<file path="config.mk">
export PLATFORM = sky130hd
export DESIGN_NAME = pe_array_ctrl
export DESIGN_NICKNAME = d
export VERILOG_FILES = /design/src/rtl/pe_array_ctrl.sv
export SDC_FILE = /design/constraint.sdc
export NUM_CORES = 1
export LEC_CHECK = 0
export ABC_AREA = 1
export CAP_MARGIN = 20
export CORE_ASPECT_RATIO = 1.75
export CORE_UTILIZATION = 40
export DETAILED_ROUTE_END_ITERATION = 16
export GPL_TIMING_DRIVEN = 0
export PLACE_DENSITY = 0.75
export SLEW_MARGIN = 40
export SYNTH_ARGS = -nofsm -noshare
export SYNTH_HDL_FRONTEND = slang
export SYNTH_SLANG_ARGS = --single-unit
</file>
<file path="constraint.sdc">
create_clock -name clk -period 1.85 [get_ports clk]
set_clock_uncertainty 0.2 [all_clocks]
set_input_delay 0.37 -clock clk [delete_from_list [all_inputs] [get_ports clk]]
set_output_delay 0.37 -clock clk [all_outputs]
set_load 0.02 [all_outputs]
</file>
<file path="src/rtl/pe_array_ctrl.sv">
// pe_array_ctrl: sequences filter/ifmap loading into three PEs, starts compute and waits for results.
module pe_array_ctrl #(
    parameter int FILT_WORDS = 4,
    parameter int IF_WORDS   = 8,
    parameter int OUT_WORDS  = 6,
    parameter int CNT_WIDTH  = 8
) (
    input  logic       clk,
    input  logic       rst,
    input  logic       start,
    input  logic       filt_full,
    input  logic [2:0] if_full,
    input  logic [2:0] pe_done,
    input  logic       res_wr,
    output logic       sel_addr_SRAM,
    output logic       filt_cnt_en,
    output logic       if_cnt_en,
    output logic       filter_wen,
    output logic [2:0] ifmap_wen,
    output logic       start_PE,
    output logic       busy,
    output logic       job_done
);
    typedef enum logic [2:0] {IDLE, LOAD_FILT, LOAD_IF, RUN, DRAIN, FINISH} state_t;

    state_t               state_q, state_d;
    logic [CNT_WIDTH-1:0] cnt_q, cnt_d;
    logic [CNT_WIDTH-1:0] res_q, res_d;
    logic [1:0]           idx_q, idx_d;
    logic [2:0]           mask_q, mask_d;
    logic                 first_q, first_d;

    always_ff @(posedge clk) begin
        if (rst) begin
            state_q <= IDLE;
            cnt_q   <= '0;
            res_q   <= '0;
            idx_q   <= '0;
            mask_q  <= '0;
            first_q <= 1'b0;
        end else begin
            state_q <= state_d;
            cnt_q   <= cnt_d;
            res_q   <= res_d;
            idx_q   <= idx_d;
            mask_q  <= mask_d;
            first_q <= first_d;
        end
    end

    always_comb begin
        state_d = state_q;
        cnt_d   = cnt_q;
        idx_d   = idx_q;
        mask_d  = mask_q;
        first_d = first_q;
        // results are counted from the first RUN cycle and saturate at OUT_WORDS
        res_d   = ((state_q == RUN || state_q == DRAIN) && res_wr && res_q != CNT_WIDTH'(OUT_WORDS))
                  ? res_q + CNT_WIDTH'(1) : res_q;
        case (state_q)
            IDLE: if (start) begin
                state_d = LOAD_FILT;
                cnt_d   = '0;
                idx_d   = '0;
                mask_d  = '0;
                res_d   = '0;
                first_d = 1'b0;
            end
            LOAD_FILT: if (filter_wen) begin
                if (cnt_q == CNT_WIDTH'(FILT_WORDS - 1)) begin
                    state_d = LOAD_IF;
                    cnt_d   = '0;
                    idx_d   = '0;
                end else cnt_d = cnt_q + CNT_WIDTH'(1);
            end
            LOAD_IF: if (if_cnt_en) begin
                if (cnt_q == CNT_WIDTH'(IF_WORDS - 1)) begin
                    cnt_d = '0;
                    if (idx_q == 2'd2) begin
                        state_d = RUN;
                        first_d = 1'b1;
                    end else idx_d = idx_q + 2'd1;
                end else cnt_d = cnt_q + CNT_WIDTH'(1);
            end
            RUN: begin
                first_d = 1'b0;
                mask_d  = first_q ? mask_q : mask_q | pe_done;
                if (mask_d == 3'b111) state_d = DRAIN;
            end
            DRAIN: if (res_d == CNT_WIDTH'(OUT_WORDS)) state_d = FINISH;
            FINISH: state_d = IDLE;
            default: state_d = IDLE;
        endcase
    end

    always_comb begin
        sel_addr_SRAM = state_q == LOAD_FILT;
        filter_wen    = state_q == LOAD_FILT && !filt_full;
        ifmap_wen     = (state_q == LOAD_IF && !if_full[idx_q]) ? 3'b001 << idx_q : 3'b000;
        filt_cnt_en   = filter_wen;
        if_cnt_en     = |ifmap_wen;
        start_PE      = state_q == RUN && first_q;
        busy          = state_q != IDLE;
        job_done      = state_q == FINISH;
    end
endmodule

</file>
==> metrics.txt, run 1 <==
core region area 3900 um^2; Leakage 1.04 nW; placed insts 323; die height 86.5 um; via count 1765; CP required 1820 ps; layout cells sized above 1 34.7%; CTS tree built; drt pass-1 iters 6; DRC 0; Syn Nets 272; diode count 0; post-synth top area share 30.7%; YS warnings 0; P per Cell Area 1010 nW/um^2; Yosys cell types 32; largest net degree at the start of global routing 15; cell taking the most area after synthesis dfxtp_1; unrepaired setup endpoints after global routing true; clk_lat worst skew 270 ps; worst-path fanout max 8; HPWL Detailed 2860 um; Seq/Total Area, Yosys 30.7%; Starting Density 41.8%; Avg Synthesized Cell Area 6.40 um^2; Post-Syn Instances 255; vias per std cell 5.03; Final Wtd Congestion 0.864; Tightest Pin Transition 324 ps; Routed Antenna Nets 0; H-tree levels 1; outcome finished with violations; Die Footprint 4350 um^2; clk sink count 25; failing checks setup timing; Post-Layout Cell Count 351; Max-Cap Viols 0; WS Path Type reg -> reg; Routed WL 4360 um; Startpoint Class flop; Final Hold Vio Count 0; row count 30; number of CTS-inserted buffers 3; antenna violations before repair 0; HP Class reg -> reg; Final nets 321; Synth Register Bits 25; vias in the first global route 1677; first-pass GRT wire length 7040 um; clk root buf clkbuf_8; Setup violations, final 17; Worst Setup Slack, final -121 ps; Final Slew Violations 0; Synth-to-Final Area Change 44.2%; worst hold slack 264 ps; WP data arrival 1940 ps; clk slew on worst S/H paths 80 ps; DR WL/cell 12.4 um; Slew HR 78.3%; final worst-path cycle share 107%; initial drt markers 42; Port Buffer Count 20; Final min period 1970 ps; hold buffer count at cts 0; Max VDD drop 0.857 mV; max frequency 0.507 GHz; gr usage total 20.8%; Die X 50.3 um; DP Worst Slack -648 ps; grt ovf 0; Cell Area, Synth 1630 um^2; Worst setup EP type flop; CTS Buffer Depth 2; Area contributors post-synth dfxtp_1, nand2_1, nor2_1; I/O pin count 21; Tot Pwr 0.00237 W
[metrics by stage]
stage	area, um^2	TNS [ps]	utilization, %
final	2350	-1200	60.3
after global routing	2350	-3100	60.3
after CTS	2250	-740	57.6
after detailed placement	1900	-7920	48.7
after global placement	1900	-7740	48.7
after floorplan	1640	0	-
[critical path: stages, from the launching register on]
cell      delay, ps
dfxtp_4         390
inv_4            70
nand3_4          90
a21oi_4         180
o211ai_1        140
buf_4           170
nand3_4          90
nand2_4          90
buf_6           150
nor2_4          110
nand2_1          60
nand2_1          70
a21oi_2          50
[path summary, 6_finish.rpt]
path              start         to  slack [ps]  depth (start not counted)
max          state_q[0]   cnt_q[7]        -120                         12
min           mask_q[2]  mask_q[2]         260                          2
min reg2reg   mask_q[2]  mask_q[2]         260                          2
max reg2reg  state_q[0]   cnt_q[7]        -120                         12
[timing repair]
action                                  4_1_cts  5_1_grt
endpoints found under the setup margin       22       25
gates resized for setup                      97       28
pin swaps                                    27       12
setup buffers                                21        5
cloned                                        0        0
[cells in the mapped netlist]
cell type  count
nand2_4        1
nor2_2         2
a31oi_1        1
nand3_4        1
inv_2          4
nand3_2        3
nand3_1       16
o211ai_1       2
nand3b_1       1
buf_2          1
a31o_2         1
a21oi_1       17
xor2_1         3
nor2_1        38
or2_0          1
nor2_4         1
o21ai_0        6
nand4_1        4
o21ai_1        3
nand2_1       68
ha_1           6
nor3_1         5
o21bai_1       1
a21o_1         3
inv_1         34
o21ai_4        1
nor3b_1        1
buf_4          2
dfxtp_1       25
o21a_1         1
a21oi_2        1
nor3b_2        1
[power by group]
group / total, W / switching (W) / internal [W]
clock network: 0.000322 / 0.000171 / 0.000151
logic: 0.00137 / 0.000767 / 0.000601
registers: 0.000684 / 0.0000792 / 0.000605
total: 0.00237 / 0.00102 / 0.00136
[final cells by class]
class                   instances  area (um^2)
clock buffers                   3         41.3
inverters                      38          148
well taps                      48         60.1
flip-flops and latches         25          524
multi-input cells             189         1170
fillers                       350         1550
plain buffers                   1         11.3
clock inverters                 1         5.00
repair buffers                 46          395
[layer usage]
layer | track usage [%] | share of wire [%] | vias up
li1 | - | - | 913
met5 | 0 | 0 | -
met1 | 20.4 | 36 | 800
met3 | 2.11 | 2.4 | 14
met2 | 41.9 | 59 | 38
met4 | 8.05 | 3.1 | 0
[sequential cells by signal, indices dropped and copies added, names as in the netlist]
register	flops
cnt_q	8
first_q	1
idx_q	2
mask_q	3
res_q	8
state_q	3
[cells by family after synthesis]
kind of cell	after synthesis	synth area share [%]
xor+xnor	3	1.61
buf+inv	41	9.97
flops	25	30.7
simple gates	143	39.5
fa+ha+maj	6	4.60
compound gates	37	13.7
[cells in the final DEF, fill, tap and decap left out, types with 2 or more instances in the layout]
| master | netlist | routed |
|---|---|---|
| nand2_1 | 68 | 58 |
| nor2_1 | 38 | 32 |
| inv_1 | 34 | 27 |
| buf_4 | 2 | 23 |
| dfxtp_1 | 25 | 16 |
| a21oi_1 | 17 | 15 |
| nand3_1 | 16 | 12 |
| nand2_2 | 0 | 10 |
| buf_6 | 0 | 10 |
| inv_2 | 4 | 9 |
| nor2_4 | 1 | 6 |
| clkdlybuf4s50_1 | 0 | 6 |
| o21ai_0 | 6 | 5 |
| nand3_2 | 3 | 5 |
| ha_4 | 0 | 5 |
| dfxtp_4 | 0 | 5 |
| nand4_1 | 4 | 4 |
| dfxtp_2 | 0 | 4 |
| dlygate4sd2_1 | 0 | 4 |
| nor2_2 | 2 | 3 |
| nand3_4 | 1 | 3 |
| nor3_1 | 5 | 3 |
| xor2_1 | 3 | 3 |
| a21o_1 | 3 | 3 |
| clkbuf_8 | 0 | 3 |
| clkbuf_2 | 0 | 3 |
| inv_4 | 0 | 2 |
| o21ai_2 | 0 | 2 |
| o211ai_1 | 2 | 2 |
| o21ai_1 | 3 | 2 |
| nor3b_2 | 1 | 2 |
| a21oi_2 | 1 | 2 |
| nor3_2 | 0 | 2 |
No activity file was read; power rests on OpenSTA's default activity.
==> run 2: changes to the inputs <==
- CORE_MARGIN: default -> 4
==> run 2 against run 1 <==
  * The run still ends with setup timing left
  * Global-route usage is 4.3 points lower
  * Combinational power is 14% higher
  * Routed wire length is 7.3% higher
  * Maximum frequency is 1.1% higher
==> metrics.txt, run 2 (same netlist as run 1, synthesis figures left out) <==
outcome finished with violations (unchanged); failing checks setup timing (unchanged); antenna violations before repair 0 (unchanged); Final nets 322 (was 321); # fillers 332 (was 350); Slew HR 74.5% (was 78.3%); DP Area 1900 um^2 (unchanged); Setup violations, final 14 (was 17); Port Buffer Count 20 (unchanged); max frequency 0.513 GHz (was 0.507 GHz); DRC 0 (unchanged); CP delay by family, top simple AND/OR/NAND/NOR gates (unchanged); Leakage 1.07 nW (was 1.04 nW); clk slew on worst S/H paths 90 ps (was 80 ps); Max-Cap Viols 0 (unchanged); crit-path cells buf_6, inv_2, nand2_1, nor2_2, buf_4, nand2_4, nand2_4, nor2_4, nand2_8, buf_6, nor2_4, nand2_1, nand2_1, a21oi_2 (was inv_4, nand3_4, a21oi_4, o211ai_1, buf_4, nand3_4, nand2_4, buf_6, nor2_4, nand2_1, nand2_1, a21oi_2); drt pass-1 iters 4 (was 6); hold_sp mask_q[1] (was mask_q[2]); DR WL/cell 13.3 um (was 12.4 um); WP data arrival 1920 ps (was 1940 ps); final worst-path cycle share 105% (was 107%); diode count 0 (unchanged); vias per std cell 5.16 (was 5.03); crit path from state_q[1] (was state_q[0]); Worst Path Buf+Inv 4 (was 3); initial drt markers 63 (was 42); HPWL Detailed 2840 um (was 2860 um); worst-path fanout max 8 (unchanged); Final Hold Vio Count 0 (unchanged); CP required 1820 ps (about the same); most common cell after layout, fill and taps aside nand2_1 (unchanged); reg2reg start state_q[1] (was state_q[0]); Max VDD drop 0.943 mV (was 0.857 mV); Die X 56.3 um (was 50.3 um); Final Slew Violations 0 (unchanged); P per Cell Area 1030 nW/um^2 (was 1010 nW/um^2); CP max stage delay 330 ps (was 390 ps); Routed WL 4680 um (was 4360 um); top flop regs cnt_q: 8 flops, res_q: 8 flops (unchanged); Routed Antenna Nets 0 (unchanged); grt ovf 0 (unchanged); Startpoint Class flop (unchanged); Starting Density 41.8% (unchanged); clk root buf clkbuf_8 (unchanged); row count 30 (unchanged); I/O pin count 21 (unchanged); clk_lat worst skew 280 ps (was 270 ps); largest net degree at the start of global routing 14 (was 15); core region area 3900 um^2 (unchanged); die height 92.5 um (was 86.5 um); Synth-to-Final Area Change 51.8% (was 44.2%); number of CTS-inserted buffers 3 (unchanged); commonest non-fill, non-tap cells in the layout nand2_1, nor2_1, buf_4, inv_1, a21oi_1 (was nand2_1, nor2_1, inv_1, buf_4, dfxtp_1); Tot Pwr 0.00255 W (was 0.00237 W); first-pass GRT wire length 7130 um (was 7040 um); Tightest Pin Transition 378 ps (was 324 ps); Die Footprint 5210 um^2 (was 4350 um^2); Most common cell on crit path nand2_1; H-tree levels 1 (unchanged); CTS tree built (unchanged); final instance area 2480 um^2 (was 2350 um^2); Worst setup EP type flop (unchanged); CTS Buffer Depth 2 (unchanged); WS Path Type reg -> reg (unchanged); layout cells sized above 1 42.4% (was 34.7%); Final min period 1950 ps (was 1970 ps); vias in the first global route 1716 (was 1677); unrepaired setup endpoints after global routing true (unchanged); gr usage total 16.5% (was 20.8%); HP Class reg -> reg (unchanged); Worst path slowest cell dfxtp_2 (was dfxtp_4); Worst Setup Slack, final -99.0 ps (was -121 ps); clk sink count 25 (unchanged); Final Wtd Congestion 0.837 (was 0.864); via count 1818 (was 1765)
[run 2: cell count changes in the layout (fill, tap and decap cells not counted), moves of 3 or more]
cell and delta:
buf_4 +4, inv_1 -4, inv_2 +3, nand2_1 -8
nand2_2 +5, nand3_1 -4, nor2_1 -3, o21ai_0 -3
o21ai_2 +3
[run 2: metal layers]
layer,vias to the layer above,routed length [um],global-route usage [%]
met2,38,2670,32.8
met4,0,157,6.73
met5,-,0,0
li1,912,-,-
met1,852,1730,16.6
met3,16,130,1.81
[run 2: cell type report]
cell class / count / area [um^2] / share of cell area (%)
multi-input cells: 189 / 1280 / 51.6
plain buffers: 2 / 18.8 / 0.758
clock buffers: 4 / 45.0 / 1.82
inverters: 38 / 153 / 6.16
repair buffers: 46 / 395 / 16.0
well taps: 48 / 60.1 / 2.43
flip-flops and latches: 25 / 526 / 21.2
[run 2: where the power goes]
| group | switching, W | internal [W] | total [W] |
|---|---|---|---|
| Sequential | 0.0000606 | 0.000604 | 0.000665 |
| Clock | 0.000178 | 0.000154 | 0.000332 |
| Combinational | 0.000886 | 0.000669 | 0.00156 |
| Total | 0.00112 | 0.00143 | 0.00255 |
[run 2: worst reg2reg max path: stages (launching register included)]
cell	delay, ps
dfxtp_2	330
buf_6	130
inv_2	50
nand2_1	100
nor2_2	70
buf_4	140
nand2_4	70
nand2_4	80
nor2_4	160
nand2_8	100
buf_6	130
nor2_4	100
nand2_1	60
nand2_1	80
a21oi_2	50
[run 2: worst paths after layout]
check         endpoint  slack [ps]  cells after the start
min          mask_q[1]         270                      2
max reg2reg   cnt_q[7]        -100                     14
max           cnt_q[7]        -100                     14
min reg2reg  mask_q[1]         270                      2
[run 2: repair_timing]
action                                  in CTS  in global routing
hold buffers                                 0                  0
gates resized for setup                    107                 60
endpoints found under the setup margin      23                 23
pin swaps                                   19                 32
buffers inserted                            17                  9
[run 2: through the flow]
step | utilization [%] | TNS [ps] | setup slack (ps) | hold slack [ps] | instances
2_1_floorplan | - | 0 | 7.58 | 235 | 255
3_3_place_gp | 48.7 | -7500 | -640 | 249 | 323
3_5_place_dp | 48.7 | -7680 | -637 | 255 | 323
4_1_cts | 57.2 | -619 | -75.6 | 268 | 344
5_1_grt | 63.4 | -2460 | -193 | 298 | 352
6_report | 63.4 | -791 | -99.0 | 267 | 352
==> run 3: changes to the inputs <==
- PLACE_DENSITY: 0.75 -> 0.7
==> run 3 against run 2 <==
  * The run still ends with setup timing left
  * Total power barely moved
  * Critical path depth fell by 2
  * Register-to-register slack lost 80 ps
  * Critical path type unchanged
==> metrics.txt, run 3 (same netlist as run 1, synthesis figures left out) <==
layout cells sized above 1 41.8% (was 42.4%); WP data arrival 2000 ps (was 1920 ps); initial drt markers 64 (was 63); vias in the first global route 1818 (was 1716); Final Hold Vio Count 0 (unchanged); Slew HR 76.5% (was 74.5%); failing checks setup timing (unchanged); Die X 56.3 um (unchanged); Die Footprint 5210 um^2 (unchanged); Worst Path Buf+Inv 2 (was 4); H-tree levels 1 (unchanged); Worst Setup Slack, final -177 ps (was -99.0 ps); Final nets 322 (unchanged); DRC 0 (unchanged); diode count 0 (unchanged); Startpoint Class flop (unchanged); Synth-to-Final Area Change 51.1% (was 51.8%); Hold Path End mask_q[2] (was mask_q[1]); Routed WL 4790 um (was 4680 um); Port Buffer Count 20 (unchanged); clk sink count 25 (unchanged); Routed Antenna Nets 0 (unchanged); CP delay by family, top simple AND/OR/NAND/NOR gates (unchanged); top flop regs cnt_q: 8 flops, res_q: 8 flops (unchanged); crit-path cells ha_4, nand2_2, inv_1, nand2_1, o21ai_2, nand2_2, nor3_2, nand3_1, inv_2, o211ai_1, nand2_1, nor2_1 (was buf_6, inv_2, nand2_1, nor2_2, buf_4, nand2_4, nand2_4, nor2_4, nand2_8, buf_6, nor2_4, nand2_1, nand2_1, a21oi_2); vias per std cell 5.26 (was 5.16); drt pass-1 iters 4 (unchanged); HPWL Detailed 2960 um (was 2840 um); Final min period 2030 ps (was 1950 ps); clk slew on worst S/H paths 90 ps (about the same); final worst-path cycle share 110% (was 105%); CTS tree built (unchanged); antenna violations before repair 0 (unchanged); gr usage total 17.3% (was 16.5%); clk_lat worst skew 270 ps (was 280 ps); Worst setup EP type flop (unchanged); commonest non-fill, non-tap cells in the layout nand2_1, nor2_1, buf_4, inv_1, nand2_2 (was nand2_1, nor2_1, buf_4, inv_1, a21oi_1); Hold Crit Depth 2 (unchanged); reg2reg start cnt_q[1] (was state_q[1]); via count 1853 (was 1818); hold buffer count at cts 0 (unchanged); Max VDD drop 0.940 mV (was 0.943 mV); Leakage 1.05 nW (was 1.07 nW); hold_sp mask_q[2] (was mask_q[1]); grt ovf 0 (unchanged); CP max stage delay 380 ps (was 330 ps); final instance area 2460 um^2 (was 2480 um^2); outcome finished with violations (unchanged); Post-Layout Cell Count 352 (unchanged); Tightest Pin Transition 351 ps (was 378 ps); placed insts 323 (unchanged); DR WL/cell 13.6 um (was 13.3 um); R2R Path End state_q[0] (was cnt_q[7]); Final Wtd Congestion 0.859 (was 0.837); Final Slew Violations 0 (unchanged); CTS Buffer Depth 2 (unchanged); core region area 3900 um^2 (unchanged); Worst path slowest cell dfxtp_2 (unchanged); P per Cell Area 1040 nW/um^2 (was 1030 nW/um^2); largest net degree at the start of global routing 16 (was 14); HP Class reg -> reg (unchanged); DP Worst Slack -631 ps (was -637 ps); WS Path Type reg -> reg (unchanged); Worst R2R Path Depth 12 (was 14); Max-Cap Viols 0 (unchanged); I/O pin count 21 (unchanged); DP Area 1900 um^2 (unchanged); Starting Density 41.8% (unchanged); clk root buf clkbuf_8 (unchanged); first-pass GRT wire length 7500 um (was 7130 um); CP required 1820 ps (about the same); flop2flop setup slack -180 ps (was -100 ps); number of CTS-inserted buffers 3 (unchanged); die height 92.5 um (unchanged); worst hold slack 274 ps (was 267 ps); Setup violations, final 18 (was 14); most common cell after layout, fill and taps aside nand2_1 (unchanged); unrepaired setup endpoints after global routing true (unchanged); max frequency 0.493 GHz (was 0.513 GHz); row count 30 (unchanged); worst-path fanout max 5 (was 8)
run 3: cell types whose count changed in the layout (fill, tap and decap cells not counted), moves of 2 or more:
cell,before,now
inv_4,2,4
o21ai_1,2,4
o21ai_2,5,3
a21oi_2,1,3
nand3_1,8,10
nand2_2,15,17
a21oi_1,16,14
nand2_4,3,1
inv_2,12,10
nand3_2,7,5
run 3: per-layer routing:
layer	track usage (%)	part of all wire, %	vias to the layer above
li1	-	-	907
met1	17.4	35	865
met2	35.2	58	61
met3	1.81	4.6	20
met4	6.14	2.9	0
met5	0	0	-
run 3: power breakdown:
part	internal [W]	switching, W	leakage, nW	total, W
Clock	0.000153	0.000184	0.0217	0.000337
Sequential	0.000603	0.0000722	0.208	0.000675
Combinational	0.000665	0.000876	0.821	0.00154
run 3: final cells by class:
cell class                 count  area, um^2
sequential                    25         523
clock inverter                 1        7.51
inverter                      38         153
buffer                         2        26.3
multi-input combinational    189        1260
clock buffer                   3        41.3
tap                           48        60.1
timing repair buffer          46         395
fill                         341        1440
run 3: timing repair:
item                                    4_1_cts  5_1_grt
hold endpoints to repair                      0        0
pin swaps                                    20       24
endpoints found under the setup margin       23       23
resized for setup                           117       46
buffers inserted                             14       12
run 3: worst max-delay path by stage:
stage,start,endpoint,depth (start not counted)
after CTS,state_q[0],if_cnt_en,7
final,cnt_q[1],state_q[0],12
after global placement,if_full[0],if_cnt_en,7
after floorplan,res_q[0],state_q[1],17
after detailed placement,if_full[0],if_cnt_en,7
after global routing,state_q[1],cnt_q[0],12
run 3: worst reg2reg max path, delay by kind of cell (launching register included):
kind,cells,cell delay (ps)
AOI/OAI and AO/OA,2,280
adders and majority gates,1,160
buffers and inverters,2,200
DFF,1,380
and+or+nand+nor,7,710
run 3: metrics by stage:
stage / total power (W) / util [%] / setup TNS [ps]
after floorplan: 0.00132 / - / 0
after detailed placement: 0.00157 / 48.7 / -8110
after CTS: 0.00226 / 57.4 / -979
after global routing: 0.00270 / 63.1 / -3130
final: 0.00255 / 63.1 / -1540
after global placement: 0.00155 / 48.7 / -7820
